<file path="src/rtl/camera_pkg.sv">
// Shared camera-path constants and the frame streamer state encoding.
// Defaults describe a 320x240 RGB444 frame buffer.
package camera_pkg;

    localparam int DEF_NUM_PIXELS = 76800;
    localparam int DEF_ADDR_W     = 17;
    localparam int DEF_PIX_W      = 12;

    localparam logic [DEF_PIX_W-1:0] DEF_HEADER_PIXEL = 12'h00A;

    typedef enum logic [2:0] {
        IDLE,
        HEADER,
        FETCH,
        LOAD,
        PRESENT,
        DONE
    } state_t;

endpackage

</file>
<file path="src/rtl/frame_pixel_streamer.sv">
// Streams one frame from the frame buffer to the serializer: header pixel,
// then every image pixel, with a ready/valid handshake on the output side.
module frame_pixel_streamer
    import camera_pkg::*;
#(
    parameter int                NUM_PIXELS   = DEF_NUM_PIXELS,
    parameter int                ADDR_W       = DEF_ADDR_W,
    parameter int                PIX_W        = DEF_PIX_W,
    parameter logic [PIX_W-1:0]  HEADER_PIXEL = PIX_W'(DEF_HEADER_PIXEL)
) (
    input  logic              clk,
    input  logic              rst_n,
    input  logic              start,
    output logic [ADDR_W-1:0] rd_address,
    input  logic [PIX_W-1:0]  rd_data,
    output logic              frame_hold,
    output logic              out_valid,
    input  logic              out_ready,
    output logic [PIX_W-1:0]  out_data,
    output logic              out_sop,
    output logic              out_eop,
    output logic              busy,
    output logic              done
);

    localparam logic [ADDR_W-1:0] LAST_IDX = ADDR_W'(NUM_PIXELS - 1);

    state_t            state, state_nxt;
    logic [ADDR_W-1:0] pix_cnt;
    logic              last_pix;

    assign last_pix = (pix_cnt == LAST_IDX);

    always_ff @(posedge clk or negedge rst_n) begin
        if (!rst_n) state <= IDLE;
        else        state <= state_nxt;
    end

    always_comb begin
        state_nxt = state;
        out_valid = 1'b0;
        out_sop   = 1'b0;
        out_eop   = 1'b0;
        case (state)
            IDLE:    if (start) state_nxt = HEADER;
            HEADER: begin
                out_valid = 1'b1;
                out_sop   = 1'b1;
                if (out_ready) state_nxt = FETCH;
            end
            FETCH:   state_nxt = LOAD;
            LOAD:    state_nxt = PRESENT;
            PRESENT: begin
                out_valid = 1'b1;
                out_eop   = last_pix;
                if (out_ready) state_nxt = last_pix ? DONE : FETCH;
            end
            DONE:    state_nxt = IDLE;
            default: state_nxt = IDLE;
        endcase
    end

    assign busy       = (state != IDLE);
    assign frame_hold = busy;
    assign done       = (state == DONE);

    // The address is loaded on the way into FETCH so the synchronous RAM
    // samples it at the end of FETCH and its data is ready to capture in LOAD.
    always_ff @(posedge clk or negedge rst_n) begin
        if (!rst_n) begin
            pix_cnt    <= '0;
            rd_address <= '0;
            out_data   <= '0;
        end else begin
            case (state)
                IDLE: if (start) begin
                    pix_cnt  <= '0;
                    out_data <= HEADER_PIXEL;
                end
                HEADER: if (out_ready) rd_address <= pix_cnt;
                LOAD:   out_data <= rd_data;
                PRESENT: if (out_ready && !last_pix) begin
                    pix_cnt    <= pix_cnt + 1'b1;
                    rd_address <= pix_cnt + 1'b1;
                end
                default: ;
            endcase
        end
    end

endmodule

</file>
<file path="config.mk">
export PLATFORM = sky130hd
export DESIGN_NAME = frame_pixel_streamer
export DESIGN_NICKNAME = d
export VERILOG_FILES = /design/src/rtl/camera_pkg.sv /design/src/rtl/frame_pixel_streamer.sv
export SDC_FILE = /design/constraint.sdc
export NUM_CORES = 1
export LEC_CHECK = 0
export BUFFER_PORTS_ARGS = -buffer_cell sky130_fd_sc_hd__buf_2
export CAP_MARGIN = 10
export CORE_ASPECT_RATIO = 0.6
export CORE_UTILIZATION = 49
export CTS_BUF_LIST = sky130_fd_sc_hd__clkbuf_16
export DETAILED_ROUTE_END_ITERATION = 12
export GPL_ROUTABILITY_DRIVEN = 0
export PLACE_DENSITY = 0.82
export SETUP_SLACK_MARGIN = 0.2
export SLEW_MARGIN = 25
export SYNTH_ARGS = -nofsm -noshare
export SYNTH_HDL_FRONTEND = slang
export SYNTH_SLANG_ARGS = --single-unit
</file>
<file path="constraint.sdc">
create_clock -name clk -period 1.9 [get_ports clk]
set_clock_uncertainty 0.15 [all_clocks]
set_input_delay 0.38 -clock clk [delete_from_list [all_inputs] [get_ports clk]]
set_output_delay 0.38 -clock clk [all_outputs]
set_load 0.02 [all_outputs]
</file>
==> flow_results.org, run 1 <==
** CTS
- Clock latency at the later pin of the worst-skew pair :: 0.30 ns
- TritonCTS clock tree :: done
- TritonCTS buffer count :: 5
- The tree is rooted in a sky130_fd_sc_hd__clkbuf_16.
- Clock-pin slew was measured on the worst setup and hold paths at 0.07 ns.
- CTS H-tree depth :: 2
- Buffer depth of the longest clock path :: 2
- Number of clock sinks :: 49

** Place
- After detailed placement, the design holds a cell count of 406.
- Worst slack at placement :: -0.124 ns
- In this run the cell area measured after placement is 0.00320 sq mm.
- Total half-perimeter wirelength after legalization and detailed placement :: 5230 um
- Input and output buffers added on the ports amount to 50.

** Synth
- Count of warnings emitted by yosys :: 0
- In this run the mean area of a mapped cell was 9.65 sq um.
- Cell types with the largest area share after synthesis :: sky130_fd_sc_hd__dfrtp_1 (47%), sky130_fd_sc_hd__nand2_1 (4.2%), sky130_fd_sc_hd__o21ai_0 (3.9%), sky130_fd_sc_hd__a22o_1 (3.7%), sky130_fd_sc_hd__nor2_1 (2.8%)
- Synthesis produced a netlist with a net count of 286.
- Counting flops with an async set or reset pin after synthesis yields a share of 100%.
- Synth Flop Type :: sky130_fd_sc_hd__dfrtp_1
- Number of unique standard cell types used by synthesis :: 54
- Area leader, netlist :: sky130_fd_sc_hd__dfrtp_1
- The synthesized netlist occupies a cell area of 0.00259 sq mm.
- In the post-synthesis netlist, the cell with the most instances is sky130_fd_sc_hd__dfrtp_1.
- Commonest cells post-synth :: sky130_fd_sc_hd__dfrtp_1 (49), sky130_fd_sc_hd__nand2_1 (29), sky130_fd_sc_hd__o21ai_0 (20), sky130_fd_sc_hd__nor2_1 (19), sky130_fd_sc_hd__nand3_1 (13)
- Number of synthesized register bits :: 49
- Post-synthesis cell count :: 268
- Counting flops with a built-in enable in the synthesized netlist gives 0.
- After synthesis, flip-flops and latches occupy 47.4% of the total area.
- Post-synth top area share :: between 40% and 50%

** Layout
- The area growth from synthesis to layout is 81.0%.
- Layout Cells excl Fill :: 474
- Number of filler instances in the final layout :: 156
- Layout cell share with drive strength beyond 1 :: 61.4%
- Net count of the finished layout :: 424
- Final Instance Area :: 0.00468 sq mm

** Pwr
- Of the total power, the share spent switching nets is 43.6%.
- Power spread over the standard cell area amounts to 1420 mW/mm^2.
- Int Power :: 3.74 mW
- Total power after layout :: 6.63 mW
- Peak ir drop on the vdd network :: 1.29 mV
- The analysis attributes to cell leakage a power of 2.12 nW.
- Clk pwr share :: between 15 and 20%
- Combinational logic is responsible for around 58% of the overall power.
- Part of the total power dissipated in sequential elements :: 24.0%
- Switching power summed over all nets :: 2.89 mW

** Die
- 51 I/O pins were placed.
- Core area :: 0.00508 sq mm
- The die covers 0.00558 sq mm.
- Y dimension of the die :: 58.3 um
- # rows :: 20
- For this configuration, the core starts out at a cell density of between 50% and 60%.
- Chip Width :: 95.8 um

** Critical path
- Register-to-register setup slack :: -0.39 ns
- Required @ worst endpoint :: 1.92 ns
- At the worst endpoint, the arrival time is about 2.3 ns.
- STA classifies the critical path startpoint as a flip-flop.
- The endpoint identified for the worst register-to-register timing path is rd_address[12].
- Reg-to-reg startpoint :: state[1]
- Worst Setup End Kind :: flip-flop
- The worst register-to-register path has a depth of 7.
- Critical Path Fanout Max :: 4
- Kind of critical path :: flip-flop to flip-flop

** STA
- Setup violations remaining at the end of the flow were counted as 51.
- For this run, the top clock speed supported by timing is roughly 440 MHz.
- Counting I/O delays and the setup requirement, the final critical path takes 2.29 ns.
- Setup repair after global routing missed its margin :: yes
- Slew Limit Headroom :: 65.9%
- Setup WS post-layout :: -0.387 ns
- For the final routed database, the setup TNS stands at -7.50 ns.
- Max-slew violations :: 0
- At the pin with the least slew margin, the transition time is 0.511 ns.
- Number of failing hold endpoints at the final stage :: 0
- Of the available clock period, the critical path in the final layout requires 120%.

** Worst hold path
- The worst hold path belongs to the class input pin to flip-flop.
- Hold Path Origin :: rd_data[8]
- Cell depth of the worst min-delay path :: 2
- Capture endpoint of the worst hold path :: out_data[8]

** GRT
- Entering global routing, the biggest net connects 50 pins.
- The first global-routing pass estimated ~17000 um of wire.
- The initial antenna violation count came to 1.
- Vias in the first global route :: ~3.2k
- After global routing the overflow that remains totals 0.
- Global routing used between 40% and 50% of the available tracks across all layers.

** Flow run
- Max Cap Violations :: 0

** Run status
- Status :: finished with violations
- The checks that failed: setup timing.

** Route
- After detailed routing, the number of vias per cell comes to 7.43.
- In the routed design, unresolved DRC markers number 0.
- After detailed routing, the average wire length per cell comes to about 31 um.
- The first detailed-routing pass took 7 iterations.
- DRC marker count from the first detailed-route iteration :: 501
- Once detail routing completed, the nets flagged for antenna violations numbered 0.
- The final route contains 3523 vias.
- The final layout contains routed wiring with a total length of 14600 um.
[how the worst max path moves through the flow]
stage	startpoint	to	slack [ns]	depth (start not counted)
floorplan	state[0]	rd_address[11]	-0.008	7
global placement	pix_cnt[15]	rd_address[15]	-0.02	5
detailed placement	pix_cnt[15]	rd_address[2]	-0.12	5
CTS	state[0]	out_eop	-0.13	4
global route	state[1]	rd_address[12]	-0.35	7
finish	state[1]	rd_address[12]	-0.39	7
[timing repair]
action,4_1_cts,5_1_grt
gates resized for setup,145,58
hold buffers,1,0
endpoints found under the hold margin,49,0
buffers inserted,33,16
pin swaps,48,30
setup endpoints to repair,54,55
cloned,7,2
[critical path: stages (launching register included)]
cell                       delay [ns]
sky130_fd_sc_hd__dfrtp_1         0.40
sky130_fd_sc_hd__buf_4           0.15
sky130_fd_sc_hd__buf_6           0.12
sky130_fd_sc_hd__nor2b_1         0.30
sky130_fd_sc_hd__buf_4           0.20
sky130_fd_sc_hd__nand2_1         0.20
sky130_fd_sc_hd__a221oi_1        0.50
sky130_fd_sc_hd__a21oi_2         0.12
[final cells by class]
class                   instances  area, sq um  share of cell area (%)
flip-flops and latches         49         1230                    26.2
clock inverters                 3         65.1                    1.39
clock buffers                   5          125                    2.67
well taps                      66         82.6                    1.76
diodes                          1         2.50                  0.0535
inverters                       3         23.8                   0.508
repair buffers                147         1240                    26.4
multi-input cells             200         1920                    41.0
[cells by family (layout without fill, tap and decap cells)]
kind of cell,count (synthesis),in the layout,share of synthesized area [%]
simple gates,98,99,20.5
compound gates,87,89,23.0
flops,49,49,47.4
buf+inv,22,158,4.50
xor+xnor,7,7,2.37
mux,3,3,1.21
fa+ha+maj,2,2,0.967
other cells,0,1,0
[registers in the layout, indices dropped and copies added (netlist names)]
register,count
rd_address,17
pix_cnt,17
out_data,12
state,3
[metrics by stage]
step / util, % / hold WS, ns
2_1_floorplan: - / -0.0656
3_3_place_gp: 63.0 / 0.235
3_5_place_dp: 63.0 / 0.246
4_1_cts: 84.8 / 0.157
5_1_grt: 92.1 / 0.179
6_report: 92.1 / 0.159
[per-layer routing]
metal	up-vias	track usage, %	part of all wire [%]	routed length (um)
li1	1278	-	-	-
met1	1692	55.2	35	5090
met2	383	66.3	41	6020
met3	170	13.6	14	2080
met4	0	23.2	9.6	1400
met5	-	0	0	0
[power groups by stage]
stage	clock network (mW)	logic, mW	registers, mW
2_1_floorplan	0	1.11	1.80
3_3_place_gp	0	2.03	1.51
3_5_place_dp	0	2.08	1.52
4_1_cts	1.15	2.95	1.51
5_1_grt	1.22	3.91	1.60
6_report	1.19	3.85	1.60
[placed cells by master, fill, tap and decap left out, types with 5 or more instances in the layout]
master and instances:
sky130_fd_sc_hd__buf_2 45, sky130_fd_sc_hd__o21ai_2 5, sky130_fd_sc_hd__nand3_1 8, sky130_fd_sc_hd__a31oi_1 8, sky130_fd_sc_hd__nor2_4 10, sky130_fd_sc_hd__nand2_1 20, sky130_fd_sc_hd__nor2_1 6, sky130_fd_sc_hd__nand2_4 6
sky130_fd_sc_hd__o21ai_1 10, sky130_fd_sc_hd__clkbuf_16 5, sky130_fd_sc_hd__dfrtp_1 48, sky130_fd_sc_hd__buf_4 58, sky130_fd_sc_hd__a21oi_1 5, sky130_fd_sc_hd__a22o_1 11, sky130_fd_sc_hd__o311ai_4 6, sky130_fd_sc_hd__a21oi_2 7
sky130_fd_sc_hd__buf_6 33
(Power assumes the default switching activity.)
==> run 2: changes to the inputs <==
- CORE_UTILIZATION: 49 -> 55
- PLACE_DENSITY: 0.82 -> 0.87
- clock period: 1.9 -> 2.5 ns (I/O delays scaled with it)
==> flow_results.org, run 2 (synthesized netlist as in run 1, its figures left out) <==
** STA
- Number of failing hold endpoints at the final stage :: 0
- The worst path uses 93.3% of the clock period.
- Max-slew violations :: 0
- Tmin final :: around 2.3 ns
- Timing would allow up to 429 MHz.
- At the pin with the least slew margin, the transition time is 0.596 ns.
- Setup WS post-layout :: 0.167 ns
- In the final timing run, aggregate negative setup slack is 0 ns.
- Setup repair after global routing missed its margin :: yes
- Setup-violating endpoint count in the final report :: 0
- Measured against its own limit, the worst slew margin works out to 60.0%.

** Flow run
- The tool flagged a number of max-cap violations equal to 0.

** Place
- Worst slack at placement :: 0.263 ns
- Total half-perimeter wirelength after legalization and detailed placement :: approximately 4800 um
- Number of I/O port buffers :: 50

** Die
- # rows :: 18
- Area of the die :: 0.00499 sq mm
- Core area :: approximately 0.0043 sq mm
- Chip Width :: 90.5 um
- During I/O placement, the number of pins put on the boundary was 51.
- The initial utilization of the core area, before any placement, comes to 60.1%.
- Y dimension of the die :: about 55 um

** CTS
- TritonCTS clock tree :: done
- The tree is rooted in a sky130_fd_sc_hd__clkbuf_16.
- Clock latency at the later pin of the worst-skew pair :: about 0.29 ns
- The clock net in this run drives a total of 49 sinks.
- CTS H-tree depth :: 2
- Buffer depth of the longest clock path :: 2
- Counting the buffers created by CTS gives 5.
- Clk pin slew, worst setup/hold paths :: roughly 0.07 ns

** Critical path
- Number of cell instances on the worst register-to-register path :: 6
- STA puts the critical path data arrival time at between 1.5 and 2 ns.
- Data on the critical path is required at its endpoint by 1.85 ns.
- The worst register-to-register path has a setup slack of 0.33 ns.
- Worst Setup End Kind :: output pin
- On the critical path, the stage with the largest delay is an instance of sky130_fd_sc_hd__dfrtp_1.
- The critical path goes through ha_4, and4_1, and3_4, nand2_1, nor2_2, buf_4.
- STA classifies the critical path startpoint as a flip-flop.
- Kind of critical path :: flip-flop to output pin
- On the worst path, the slowest cell contributes a delay of 0.41 ns.
- Critical Path Fanout Max :: 8

** Layout
- Leaving out fill and tap cells, the most frequent cell in the layout is sky130_fd_sc_hd__buf_2.
- In the final layout, the registers with the most flip-flops are pix_cnt (17), rd_address (17), out_data (12).
- Counting the fill cells in the layout gives around 300.
- For this run, the post-layout net count is 346.
- The number of antenna diodes in the final layout is 0.
- From synthesis to final layout, the design area changed by 23.6%.
- Layout cell share with drive strength beyond 1 :: 29.8%
- Leaving out fill and tap cells, the most frequent cells in the layout are sky130_fd_sc_hd__buf_2 (49), sky130_fd_sc_hd__dfrtp_1 (46), sky130_fd_sc_hd__nand2_1 (29).

** Pwr
- Leakage :: 1.45 nW
- Peak ir drop on the vdd network :: 0.783 mV
- Power density over the cells :: about 1100 mW/mm^2

** Route
- The first routing iteration left 223 violations.
- Via density :: 6.32
- Drt total wl :: ~7000 um
- Routed WL per cell :: approximately 18 um
- Via count :: 2457
- Number of nets still failing antenna checks after routing :: 0
- # DRC :: 0
- Before antenna repair, the detailed router went through 5 iterations.

** GRT
- Pin count of the biggest net entering global routing :: 50
- The number of global-route vias before repair was roughly 2.2k.
- Number of antenna violations at the first check in global routing :: 0
- The total overflow left after global routing is 0.
- The first global-routing pass estimated ~11000 um of wire.
- Across every metal layer, demand over resource in global routing totals just over 30%.

** Run status
- Status :: finished clean

** Worst hold path
- In this run the worst hold path is classified as input pin to asynchronous set/reset pin.
==> run 2: changes by cell type in the layout (fill, tap and decap cells not counted), moves of 10 or more <==
cell,change
sky130_fd_sc_hd__buf_4,-35
sky130_fd_sc_hd__buf_6,-33
sky130_fd_sc_hd__nor2_1,+12
sky130_fd_sc_hd__nor2_4,-10
sky130_fd_sc_hd__o21ai_0,+16
==> run 2: final timing paths <==
path / from / end
max in group asynchronous: rst_n / state[2]
min reg2reg: rd_address[7] / rd_address[7]
min: rst_n / rd_address[6]
min in group clk: rd_data[0] / out_data[0]
max reg2reg: state[2] / rd_address[15]
max: pix_cnt[0] / out_eop
==> run 2: what timing repair did <==
action,in CTS,in global routing
pin swaps,0,1
endpoints found under the setup margin,1,6
gates resized for setup,11,1
hold buffers,0,0
setup buffers,3,1
==> run 2: worst max-delay path, delay by kind of cell (launching register included) <==
family        cells  cell delay, ns
fa+ha+maj         1            0.18
buf+inv           1            0.15
flops             1            0.41
simple gates      4            0.64
==> run 2: layout make-up <==
| class | count | area, sq um | area share [%] |
|---|---|---|---|
| flip-flops and latches | 49 | 1230 | 38.5 |
| well taps | 60 | 75.1 | 2.35 |
| clock inverters | 3 | 65.1 | 2.04 |
| inverters | 3 | 11.3 | 0.352 |
| multi-input cells | 197 | 1270 | 39.8 |
| clock buffers | 5 | 125 | 3.92 |
| repair buffers | 72 | 418 | 13.1 |
==> run 2: routing by layer <==
metal,vias to the layer above,part of all wire [%],GRT usage [%]
li1,1123,-,-
met1,1151,45,42.5
met2,169,43,47.7
met3,14,11,9.70
met4,0,1.5,5.11
met5,-,0,0
==> run 2: power breakdown <==
group | internal [mW] | switching [mW]
clock network | 0.571 | 0.287
registers | 1.02 | 0.140
logic | 0.549 | 0.946
total | 2.14 | 1.37
==> run 2: metrics by stage <==
step | hold slack, ns | instances | power, mW | utilization (%) | cell area, sq um
after floorplan | 0.0544 | 268 | 2.15 | - | 2590
after global placement | 0.307 | 377 | 2.56 | 68.4 | 2940
after detailed placement | 0.316 | 377 | 2.60 | 68.4 | 2940
after CTS | 0.177 | 388 | 3.49 | 74.1 | 3190
after global routing | 0.213 | 389 | 3.71 | 74.3 | 3200
final | 0.157 | 389 | 3.51 | 74.3 | 3200
==> run 3: changes to the inputs <==
- PLACE_DENSITY: 0.87 -> 0.8
==> flow_results.org, run 3 (synthesized netlist as in run 1, its figures left out) <==
** STA
- Setup repair after global routing could not meet its margin everywhere.
- Setup violations remaining at the end of the flow were counted as 0.
- Tmin final :: 2.27 ns
- The number of slew-limit violations in the final report came to 0.
- Worst hold margin :: 0.279 ns
- At the pin with the least slew margin, the transition time is 0.615 ns.
- Slew Limit Headroom :: 58.7%
- Number of failing hold endpoints at the final stage :: 0
- Based on the critical path, the design can be clocked at up to roughly 440 MHz.
- Of the available clock period, the critical path in the final layout requires 90.9%.
- Final-layout setup total negative slack :: 0 ns
- Setup WS post-layout :: 0.228 ns

** Pwr
- Power density over the cells :: 1090 mW/mm^2
- Peak ir drop on the vdd network :: 0.817 mV
- In this run the static leakage power is 1.49 nW.

** Critical path
- Among all stages on the critical path, the largest delay is contributed by sky130_fd_sc_hd__dfrtp_1.
- Capture point of the worst reg-to-reg path :: rd_address[15]
- STA classifies the critical path endpoint as an output pin.
- Critical Path Fanout Max :: 7
- Destination of the critical timing path :: out_eop
- Crit path launch :: pix_cnt[1]
- Register-to-register setup slack :: 0.29 ns
- Family of cells with the greatest summed delay on the critical path :: simple AND/OR/NAND/NOR gates
- Required @ worst endpoint :: 1.85 ns
- Arrival time at the worst endpoint :: 1.62 ns
- Worst path cell trace :: ha_4, and4_4, and3_4, nand2_1, nor2_1, buf_4
- Total buffers and inverters traversed by the critical path :: 1
- In this run the critical register-to-register path is launched from state[0].
- Number of cell instances on the worst register-to-register path :: 6
- Setup crit start kind :: flip-flop
- Kind of critical path :: flip-flop to output pin
- Largest stage delay on the critical path :: around 0.39 ns
- Critical path depth in cells :: 6

** Layout
- Top Registers :: pix_cnt (17), rd_address (17), out_data (12)
- Of the cells placed in the final design, the portion with a size suffix greater than 1 is between 30% and 40%.
- Area of the multi-input gates :: 0.00129 sq mm
- The area growth from synthesis to layout is 25.9%.
- Register area :: ~0.0012 sq mm
- Summing all non-filler instances in the final layout gives an area of 0.00326 sq mm.
- In the layout the commonest cells are sky130_fd_sc_hd__buf_2 (49), sky130_fd_sc_hd__dfrtp_1 (48), sky130_fd_sc_hd__nand2_1 (29).
- The layout has around 330 filler cells.
- 0 antenna diodes ended up in the layout.
- Most frequent standard cell in the layout excluding fill and tap cells :: sky130_fd_sc_hd__buf_2
- At the end of the flow, the number of nets in the layout was between 300 and 400.

** Run status
- The run finished with clean final reports.

** Flow run
- The tool flagged a number of max-cap violations equal to 0.

** Die
- Y dimension of the die :: 55.1 um
- Area of the die :: 0.00499 sq mm
- For this configuration, the core starts out at a cell density of 60.1%.
- # rows :: 18
- Pin placement for this block handled 51 I/O pins.
- Core area :: 0.00430 sq mm
- In this run the horizontal extent of the chip is 90.5 um.

** GRT
- After global routing the overflow that remains totals 0.
- Number of antenna violations at the first check in global routing :: 0
- The number of global-route vias before repair is 2316.
- GR Util All Layers :: a little under a third
- Entering global routing, the biggest net connects 21 pins.
- The first global-routing pass estimated roughly 12000 um of wire.

** Place
- Total half-perimeter wirelength after legalization and detailed placement :: roughly 5000 um
- Worst slack at placement :: 0.249 ns
- After detailed placement, the total cell area comes to 0.00297 sq mm.
- Number of I/O port buffers :: 50

** CTS
- The H-tree generated during clock tree synthesis spans 2 levels.
- TritonCTS built the clock tree.
- Clock root cell :: sky130_fd_sc_hd__clkbuf_16
- Buffer depth of the longest clock path :: 2
- The later pin in the worst-skew pair is clocked with a latency of 0.29 ns.
- For this design, the sink count on the clock tree is 49.
- Clk pin slew, worst setup/hold paths :: 0.07 ns
- TritonCTS buffer count :: 5

** Route
- Via density :: between 6 and 7
- # DRC :: 0
- The detailed router finished its first iteration with roughly 330 violations.
- Routed WL per cell :: 18.6 um
- First-pass iteration count of the detailed router :: 7
- Drt total wl :: between 7000 and 8000 um
- Via count :: 2507
- Number of nets still failing antenna checks after routing :: 0

** Worst hold path
- Along the worst hold path, the cell count comes to 2.
- In this run the worst hold path is classified as input pin to flip-flop.
## run 3: layer usage
| metal | part of all wire (%) | GRT usage (%) | wire, um | up-vias |
|---|---|---|---|---|
| met1 | 44 | 44.1 | 3250 | 1188 |
| met5 | 0 | 0 | 0 | - |
| met3 | 11 | 6.97 | 777 | 23 |
| met4 | 1.6 | 8.33 | 117 | 0 |
| li1 | - | - | - | 1132 |
| met2 | 44 | 48.5 | 3190 | 164 |
## run 3: worst min-delay path by stage
stage | startpoint | end | slack [ns]
5_1_grt | rd_data[2] | out_data[2] | 0.29
4_1_cts | rd_data[2] | out_data[2] | 0.29
3_5_place_dp | rst_n | rd_address[7] | 0.29
6_report | rd_data[2] | out_data[2] | 0.28
2_1_floorplan | rst_n | out_data[0] | 0.05
3_3_place_gp | rst_n | rd_address[7] | 0.28
## run 3: area by class of cell
type / instances / share of cell area, %
Timing Repair Buffer: 78 / 14.3
Inverter: 3 / 0.346
Tap cell: 60 / 2.31
Clock buffer: 5 / 3.84
Multi-Input combinational cell: 197 / 39.5
Clock inverter: 3 / 2.00
Sequential cell: 49 / 37.7
## run 3: repair_timing
item                                    4_1_cts  5_1_grt
pin swaps                                     0        2
hold buffers                                  1        0
gates resized for setup                       6        4
setup buffers                                 2        3
endpoints found under the hold margin        16        0
endpoints found under the setup margin        2        3
## run 3: report_power, final
group / switching, mW / internal [mW]
clock network: 0.292 / 0.571
logic: 0.967 / 0.569
registers: 0.122 / 1.01
## run 3: stage by stage
stage,power (mW),util [%],cells
after floorplan,2.15,-,268
after global placement,2.59,69.1,381
after detailed placement,2.63,69.1,381
after CTS,3.51,74.7,392
after global routing,3.71,75.7,395
final,3.53,75.7,395
